--- src/rtl/traffic_pkg.sv ---
// Shared phase encoding and duration helpers for the phase timer and the light FSM.
package traffic_pkg;

  typedef enum logic [3:0] {
    PH_A = 4'd0,
    PH_B = 4'd1,
    PH_C = 4'd2,
    PH_D = 4'd3,
    PH_E = 4'd4,
    PH_F = 4'd5
  } phase_t;

  function automatic phase_t next_phase(input phase_t p);
    phase_t n;
    case (p)
      PH_A:    n = PH_B;
      PH_B:    n = PH_C;
      PH_C:    n = PH_D;
      PH_D:    n = PH_E;
      PH_E:    n = PH_F;
      default: n = PH_A;
    endcase
    return n;
  endfunction

  // A zero duration would never reach remaining==1, so it is promoted to one tick.
  function automatic logic [7:0] sat_ticks(input int unsigned t);
    logic [7:0] r;
    if (t == 0)        r = 8'd1;
    else if (t > 255)  r = 8'd255;
    else               r = t[7:0];
    return r;
  endfunction

  function automatic logic [7:0] phase_duration(input phase_t p,
                                                input logic [7:0] walk,
                                                input logic [7:0] clear,
                                                input logic [7:0] yellow);
    logic [7:0] d;
    case (p)
      PH_A, PH_D: d = walk;
      PH_B, PH_E: d = clear;
      default:    d = yellow;
    endcase
    return d;
  endfunction

endpackage

--- src/rtl/req_sync.sv ---
// Two-flop synchroniser for a raw push-button plus a one-cycle rising-edge pulse.
module req_sync (
  input  logic clock,
  input  logic reset,
  input  logic raw,
  output logic pulse
);

  logic meta;
  logic stable;
  logic prev;

  always_ff @(posedge clock or posedge reset) begin
    if (reset) begin
      meta   <= 1'b0;
      stable <= 1'b0;
      prev   <= 1'b0;
    end else begin
      meta   <= raw;
      stable <= meta;
      prev   <= stable;
    end
  end

  assign pulse = stable & ~prev;

endmodule

--- src/rtl/phase_timer.sv ---
// Phase sequencer driving the traffic-light FSM's change input, with pedestrian request clamping.
// Optional clearance blink on ped_blink is built only when PHASE_TIMER_BLINK_EN is defined.
module phase_timer
  import traffic_pkg::*;
#(
  parameter int unsigned TICK_DIV = 50000000,
  parameter int unsigned WALK_T   = 20,
  parameter int unsigned CLEAR_T  = 5,
  parameter int unsigned YELLOW_T = 3,
  parameter int unsigned REQ_GAP  = 4
) (
  input  logic       clock,
  input  logic       reset,
  input  logic       run,
  input  logic       ped_req1,
  input  logic       ped_req2,
  output logic       change,
  output logic [3:0] phase,
  output logic [7:0] remaining,
  output logic       pending1,
  output logic       pending2,
  output logic       ped_blink
);

  localparam int unsigned DIV = (TICK_DIV == 0) ? 1 : TICK_DIV;
  localparam int unsigned CW  = (DIV > 1) ? $clog2(DIV) : 1;
  localparam logic [CW-1:0] LAST = CW'(DIV - 1);

  localparam logic [7:0] WALK   = sat_ticks(WALK_T);
  localparam logic [7:0] CLEAR  = sat_ticks(CLEAR_T);
  localparam logic [7:0] YELLOW = sat_ticks(YELLOW_T);
  localparam logic [7:0] GAP    = sat_ticks(REQ_GAP);

  logic [CW-1:0] count_q, count_d;
  phase_t        phase_q, phase_d, nxt;
  logic [7:0]    rem_q, rem_d, dec;
  logic          change_d;
  logic          p1_q, p1_d, p2_q, p2_d;
  logic          tick, advance, clamp_en;
  logic          pulse1, pulse2;

  req_sync u_sync1 (
    .clock (clock),
    .reset (reset),
    .raw   (ped_req1),
    .pulse (pulse1)
  );

  req_sync u_sync2 (
    .clock (clock),
    .reset (reset),
    .raw   (ped_req2),
    .pulse (pulse2)
  );

  always_comb begin
    tick     = run && (count_q == LAST);
    count_d  = count_q;
    if (run) count_d = tick ? '0 : count_q + 1'b1;

    advance  = tick && (rem_q == 8'd1);
    nxt      = next_phase(phase_q);
    dec      = tick ? rem_q - 8'd1 : rem_q;
    clamp_en = ((phase_q == PH_A) && p1_q) || ((phase_q == PH_D) && p2_q);

    phase_d  = phase_q;
    rem_d    = dec;
    change_d = 1'b0;
    // Transition outranks clamp; clamp only ever shortens the post-decrement value.
    if (advance) begin
      phase_d  = nxt;
      rem_d    = phase_duration(nxt, WALK, CLEAR, YELLOW);
      change_d = 1'b1;
    end else if (clamp_en && (dec > GAP)) begin
      rem_d    = GAP;
    end

    // Clearing on the serving transition wins over a simultaneous new press.
    p1_d = (advance && (nxt == PH_D)) ? 1'b0 : (p1_q | pulse1);
    p2_d = (advance && (nxt == PH_A)) ? 1'b0 : (p2_q | pulse2);
  end

  always_ff @(posedge clock or posedge reset) begin
    if (reset) begin
      count_q  <= '0;
      phase_q  <= PH_A;
      rem_q    <= WALK;
      change   <= 1'b0;
      p1_q     <= 1'b0;
      p2_q     <= 1'b0;
    end else begin
      count_q  <= count_d;
      phase_q  <= phase_d;
      rem_q    <= rem_d;
      change   <= change_d;
      p1_q     <= p1_d;
      p2_q     <= p2_d;
    end
  end

`ifdef PHASE_TIMER_BLINK_EN
  logic blink_q, blink_d;

  always_comb begin
    blink_d = blink_q;
    if (tick) begin
      if (advance)                                   blink_d = 1'b0;
      else if ((phase_q == PH_B) || (phase_q == PH_E)) blink_d = ~blink_q;
      else                                           blink_d = 1'b0;
    end
  end

  always_ff @(posedge clock or posedge reset) begin
    if (reset) blink_q <= 1'b0;
    else       blink_q <= blink_d;
  end

  assign ped_blink = blink_q;
`else
  assign ped_blink = 1'b0;
`endif

  assign phase     = phase_q;
  assign remaining = rem_q;
  assign pending1  = p1_q;
  assign pending2  = p2_q;

endmodule

--- config.mk ---
export PLATFORM = sky130hd
export DESIGN_NAME = phase_timer
export DESIGN_NICKNAME = d
export VERILOG_FILES = /design/src/rtl/traffic_pkg.sv /design/src/rtl/req_sync.sv /design/src/rtl/phase_timer.sv
export SDC_FILE = /design/constraint.sdc
export NUM_CORES = 1
export LEC_CHECK = 0
export ABC_AREA = 0
export CAP_MARGIN = 40
export CELL_PAD_IN_SITES_DETAIL_PLACEMENT = 1
export CELL_PAD_IN_SITES_GLOBAL_PLACEMENT = 1
export CORE_UTILIZATION = 48
export DETAILED_ROUTE_END_ITERATION = 6
export PLACE_DENSITY_LB_ADDON = 0.1
export SLEW_MARGIN = 15
export SYNTH_ARGS = -nofsm -noshare
export SYNTH_HDL_FRONTEND = slang
export SYNTH_HIERARCHICAL = 1
export SYNTH_SLANG_ARGS = --single-unit
--- constraint.sdc ---
create_clock -name clock -period 5.4 [get_ports clock]
set_input_delay 1.08 -clock clock [delete_from_list [all_inputs] [get_ports clock]]
set_output_delay 1.08 -clock clock [all_outputs]
set_load 0.05 [all_outputs]
# Word-level counts from Yosys, hierarchy flattened
# Index checks and enable logic that the tools add are counted.
# totals
ff_bits,47
in_bits,5
output_inout_bits,16
elab_cells,51
# op_classes
add_sub_neg,2
magnitude_cmp,1
n_eq_ne,9
n_mux,9
bitwise,6
reduce_logical,12
# op_table
cell,count
"adder 26 x 1 -> 26 bit, second input constant",1
"equality test 26 bit, second input constant",1
2-to-1 mux 26 bit,1
2-to-1 mux 8 bit,3
one-hot mux 3 bit (5 select lines),1
"equality test 4 x 2 -> 1 bit, second input constant",3
one-hot mux 5 bit (2 select lines),1
"equality test 4 x 1 -> 1 bit, second input constant",2
"equality test 4 x 3 -> 1 bit, second input constant",2
"equality test 8 x 1 -> 1 bit, second input constant",1
"> comparator 8 x 3 -> 1 bit, second input constant",1
zero test 4 bit,2
"subtractor 8 x 1 -> 8 bit, second input constant",1
logical AND 1 bit,7
OR reduction 2 bit,2
2-to-1 mux 1 bit,3
bitwise AND 1 bit,2
NOT 1 bit,2
OR 1 bit,2
logical OR 1 bit,1

# Depth between registers and ports, before layout
# logic_depth
word_depth,7
ltp_mapped,10
mapped_depth_nobuf,8

# By module
# Netlist, hierarchy kept.
# modules_own_cells
module,n_inst,cells_per_inst,area_per_inst_um2
phase_timer,1,273,2354.8
req_sync,2,5,92.6

# Worst setup path after synthesis
# Ideal clock, no wire load.
# synth_path
path_kind,in2reg
from,input run
to,"register rem_q[4], in the netlist remaining[4]"
arrival_time_ns,2.812
setup_slack_ns,2.498
cell_stages,8
n_path_buf,2
cell_sequence,clkbuf_1 > nand3_1 > or2_2 > clkbuf_1 > nor3_4 > mux2i_1 > o22ai_4 > a211oi_1
# synth_between
elab_chain_cells,6
word_cells_on_any_way,7
classes_between,1 x order compare; 3 x mux; 3 x reduce/logical
# synth_rtl
item,line_no,source
from (decl),phase_timer.sv:14,"input logic run,"
logical AND 1 bit (*),phase_timer.sv:57,tick = run && (count_q == LAST);
2-to-1 mux 8 bit,phase_timer.sv:63,dec = tick ? rem_q - 8'd1 : rem_q;
> comparator 8 x 3 -> 1 bit,phase_timer.sv:74,end else if (clamp_en && (dec > GAP)) begin
logical AND 1 bit,phase_timer.sv:74,
2-to-1 mux 8 bit,phase_timer.sv:74,
2-to-1 mux 8 bit (*),phase_timer.sv:70,if (advance) begin
named net rem_d[4],phase_timer.sv:36,"logic [7:0] rem_q, rem_d, dec;"
to (signal assigned),phase_timer.sv:94,rem_q <= rem_d;
to (decl),phase_timer.sv:36,
# The timed path passes the listed nets; every way through them passes the cells marked *.
# A chain may end at the register's enable or synchronous reset.

# Final worst setup path
# layout_path
from,input run
to,"register rem_q[7], in the netlist remaining[7]"
# Same word-level chain as after synthesis.

==> results.md <==
- DRC violation count after routing: 0
- Largest net degree at the start of global routing: 41
- Yosys reg bits: 46
- Sum of negative setup slack: 0 ns
- Clk_lat worst skew: 0.30 ns
- First-pass GRT wire length: about 9700 µm
- CTS buffer count: 5
- Number of different library cells in the post-synthesis netlist: 44
- Total congestion overflow after global routing: 0
- Worst-case headroom to the max-slew limit: 0.539
- Drt first-iter violations: 65
- Layout Utilization: 0.562
- Main flop type after synthesis: sky130_fd_sc_hd__dfrtp_1
- Worst slack on hold paths: 0.355 ns
- Final Setup Violations: 0
- Max-slew violation count: 0
- Nets@finish: 303
- Die height: between 70 and 80 µm
- Antenna violations before repair: 0
- Class of the tightest hold or removal check: reg2reg
- Number of levels in the clock H-tree: 2
- Clock-pin slew on the worst setup and hold paths: roughly 0.09 ns
- Tightest Pin Transition: roughly 0.7 ns
- Net switching power: ~170 µW
- Antenna fix cells: 0
- Leakage power total: ~1.3 nW
- Clock skew: 0.00793 ns
- Growth of design area from synthesis to finish: 13.0%
- Final critical-path required period: 3.32 ns
- Gate count after technology mapping: 283
- Worst setup EP type: register
- Fraction of power spent switching nets: 0.245
- Part of the total power dissipated in combinational logic: 0.074
- Port bufs: 18
- Area of the mapped netlist: approximately 2500 µm²
- Core area: slightly above 5000 µm²
- Share of final-layout standard cells stronger than drive strength 1: 0.0743
- Number of hold-repair buffers added at the cts stage: 0
- Endpoint, Worst Hold: u_sync2/stable$_DFF_PP0_
- Cell Rows: 26
- Routability congestion estimate from global placement: slightly above 0.8
- Number of global-route vias before repair: between 2000 and 2500
- Critical path data required time: around 5.6 ns
- Biggest fanout along the worst timing path: 11
- DR vias: 2129
- Initial Util: 0.497
- Internal power: approximately 520 µW
- Number of cells on the worst hold path: 0
- Total power per unit cell area: approximately 240 nW/µm²
- Startpoint of the lowest-slack register-to-register path: count_q[11]$_DFFE_PP0P_
- Relative contribution of sequential cells to total power: 0.553
- Number of nets with antenna violations after detailed routing: 0
- Category of the critical setup timing path: in2reg
- Clock Tree Buf Depth: 2
- Gr usage total: 0.230
- DPL Wire Length: 4340 µm
- Mean instance size in the synthesized netlist: approximately 9 µm²
- Share of the cycle needed by the critical path after routing: 0.615
- Clock root buffer master: sky130_fd_sc_hd__clkbuf_8
- Post-detailed-route via-to-cell ratio: between 5 and 6
- Hold Startpoint: u_sync2/meta$_DFF_PP0_
- Die footprint: between 5000 and 6000 µm²
- PostCTS Resize Cnt: 0
- Kind of launch point of the worst setup path: primary input
- DIE WIDTH: ~75 µm
- Status: complete, no violations
- CP Data Arrival Time: 3.51 ns
- Endpoint of the most critical register-to-register path: remaining[7]$_DFF_PP0_
- Hold violation total from the final report: 0
- CTS tree: built
- Maximum vdd ir drop: 0.154 mV
- Portion of total power attributed to the clock network: 0.373
- Cell taking the most area after synthesis: sky130_fd_sc_hd__dfrtp_1
- Register-to-Register Setup Slack: around 2.3 ns
- Number of ports placed on the die boundary: 21
- Routed WL per cell: approximately 16 µm
- Cell types with the largest area share after synthesis: sky130_fd_sc_hd__dfrtp_1 (43%), sky130_fd_sc_hd__nor2_1 (4.7%), sky130_fd_sc_hd__xnor2_1 (3.8%), sky130_fd_sc_hd__o21ai_0 (3.7%), sky130_fd_sc_hd__nand2_1 (3.7%)
- Routed wire length: between 5000 and 6000 µm
- Number of enable flip-flop cells after synthesis: 0
- Count of yosys warnings during synthesis: 6
- Async set or reset register ratio after synthesis: 1.00
- Area share of the largest cell type after synthesis: 0.433
- Filler instances: just over 600
- R2R cell count: 7
- Maximum operating frequency: about 0.3 GHz
- CTS sink cnt: 46
- Max_cap viols: 0
- Post-CTS Setup Inserts: 0
- Drt first pass iters: 4
- Unrepaired setup endpoints after global routing: no
- Proportion of synthesized chip area in sequential cells: 0.454
[final cells by class]
cell class	count	area (µm²)	share of cell area
multi-input cells	211	1280	0.447
flip-flops and latches	46	1150	0.402
repair buffers	20	195	0.0680
well taps	70	87.6	0.0305
clock buffers	6	72.6	0.0253
inverters	11	41.3	0.0144
clock inverters	2	37.5	0.0131
[per-stage QoR]
stage / cells / total power, mW / worst slack (ns) / area, µm²
after floorplan: 284 / 0.425 / 2.50 / 2540
after global placement: 358 / 0.439 / 1.79 / 2760
after detailed placement: 358 / 0.442 / 1.77 / 2760
after CTS: 366 / 0.699 / 2.09 / 2870
after global routing: 366 / 0.719 / 1.80 / 2870
final: 366 / 0.691 / 2.08 / 2870
[cells in the final DEF, fill, tap and decap left out, types with 2 or more instances in the layout]
cell / count
sky130_fd_sc_hd__nor4b_1: 2
sky130_fd_sc_hd__nor3b_1: 2
sky130_fd_sc_hd__buf_4: 2
sky130_fd_sc_hd__a21oi_1: 13
sky130_fd_sc_hd__or3_1: 8
sky130_fd_sc_hd__nand3b_1: 4
sky130_fd_sc_hd__clkdlybuf4s50_1: 18
sky130_fd_sc_hd__a21o_1: 3
sky130_fd_sc_hd__inv_1: 11
sky130_fd_sc_hd__xor2_1: 10
sky130_fd_sc_hd__conb_1: 2
sky130_fd_sc_hd__xnor2_1: 11
sky130_fd_sc_hd__dfstp_2: 2
sky130_fd_sc_hd__clkbuf_8: 5
sky130_fd_sc_hd__a22oi_1: 2
sky130_fd_sc_hd__dfrtp_1: 44
sky130_fd_sc_hd__or2_2: 2
sky130_fd_sc_hd__nand4_1: 8
sky130_fd_sc_hd__a211oi_1: 3
sky130_fd_sc_hd__o21ai_0: 19
sky130_fd_sc_hd__nor2b_4: 2
sky130_fd_sc_hd__mux2i_1: 3
sky130_fd_sc_hd__nor2_1: 32
sky130_fd_sc_hd__and3_1: 6
sky130_fd_sc_hd__ha_1: 3
sky130_fd_sc_hd__or4b_2: 2
sky130_fd_sc_hd__or4_1: 5
sky130_fd_sc_hd__nand2_1: 25
sky130_fd_sc_hd__nor3_1: 8
sky130_fd_sc_hd__nor4_1: 7
sky130_fd_sc_hd__nand3_1: 16
[power by group through the flow]
stage / logic (mW) / registers, mW / clock network [mW]
2_1_floorplan: 0.0408 / 0.385 / 0
3_3_place_gp: 0.0497 / 0.389 / 0
3_5_place_dp: 0.0516 / 0.390 / 0
4_1_cts: 0.0523 / 0.383 / 0.263
5_1_grt: 0.0610 / 0.386 / 0.272
6_report: 0.0509 / 0.383 / 0.258
[flip-flops by register name (all words and copies together), names as in the netlist]
name            cells
change              1
count_q            26
pending1            1
pending2            1
phase               3
remaining           8
u_sync1/meta        1
u_sync1/prev        1
u_sync1/stable      1
u_sync2/meta        1
u_sync2/prev        1
u_sync2/stable      1
[routing by layer]
metal | GRT usage | part of all wire
met3 | 0.0361 | 0.021
met1 | 0.320 | 0.48
met2 | 0.381 | 0.49
met4 | 0.0503 | 0.0093
met5 | 0 | 0
[worst max-delay path, stage by stage]
cell and delay (ns):
sky130_fd_sc_hd__clkdlybuf4s50_1 0.63, sky130_fd_sc_hd__nand3_1 0.13, sky130_fd_sc_hd__or2_2 0.38, sky130_fd_sc_hd__nor3_2 0.60
sky130_fd_sc_hd__buf_4 0.29, sky130_fd_sc_hd__nand4b_1 0.14, sky130_fd_sc_hd__mux2i_1 0.19, sky130_fd_sc_hd__nor2_1 0.06
[synth_stat cells, types with 2 or more instances]
master / count
sky130_fd_sc_hd__nor2b_4: 2
sky130_fd_sc_hd__nand3_1: 16
sky130_fd_sc_hd__mux2i_1: 3
sky130_fd_sc_hd__nor3_1: 9
sky130_fd_sc_hd__a22oi_1: 2
sky130_fd_sc_hd__a21oi_1: 13
sky130_fd_sc_hd__clkbuf_1: 10
sky130_fd_sc_hd__and3_1: 6
sky130_fd_sc_hd__nor3b_1: 2
sky130_fd_sc_hd__xor2_1: 10
sky130_fd_sc_hd__buf_2: 3
sky130_fd_sc_hd__nand3b_1: 4
sky130_fd_sc_hd__or2_2: 2
sky130_fd_sc_hd__a21o_1: 3
sky130_fd_sc_hd__nor4b_1: 2
sky130_fd_sc_hd__a211oi_1: 3
sky130_fd_sc_hd__nor4_1: 7
sky130_fd_sc_hd__nand2_1: 25
sky130_fd_sc_hd__nand4_1: 8
sky130_fd_sc_hd__buf_4: 2
sky130_fd_sc_hd__ha_1: 3
sky130_fd_sc_hd__nor2_1: 32
sky130_fd_sc_hd__o21ai_0: 19
sky130_fd_sc_hd__dfrtp_1: 44
sky130_fd_sc_hd__inv_1: 11
sky130_fd_sc_hd__or4_1: 5
sky130_fd_sc_hd__or4b_2: 2
sky130_fd_sc_hd__dfstp_2: 2
sky130_fd_sc_hd__xnor2_1: 11
sky130_fd_sc_hd__or3_1: 8
[cell families after synthesis]
logic type,share of synthesized area
buffers and inverters,0.0443
adder cells (fa/ha/maj),0.0148
other,0.00148
AND/OR/NAND/NOR,0.284
AO/OA/AOI/OAI,0.117
multiplexers,0.0118
XOR/XNOR,0.0724
flip-flops,0.454
[worst max-delay path by stage]
stage / end / start / cells after the start / slack (ns)
2_1_floorplan: remaining[4]$_DFF_PP1_ / run / 8 / 2.50
3_3_place_gp: remaining[7]$_DFF_PP0_ / run / 8 / 1.79
3_5_place_dp: remaining[7]$_DFF_PP0_ / run / 8 / 1.77
4_1_cts: remaining[7]$_DFF_PP0_ / run / 8 / 2.09
5_1_grt: remaining[7]$_DFF_PP0_ / run / 8 / 1.80
6_report: remaining[7]$_DFF_PP0_ / run / 8 / 2.08
Note: power is estimated with default switching activity, not from simulation.
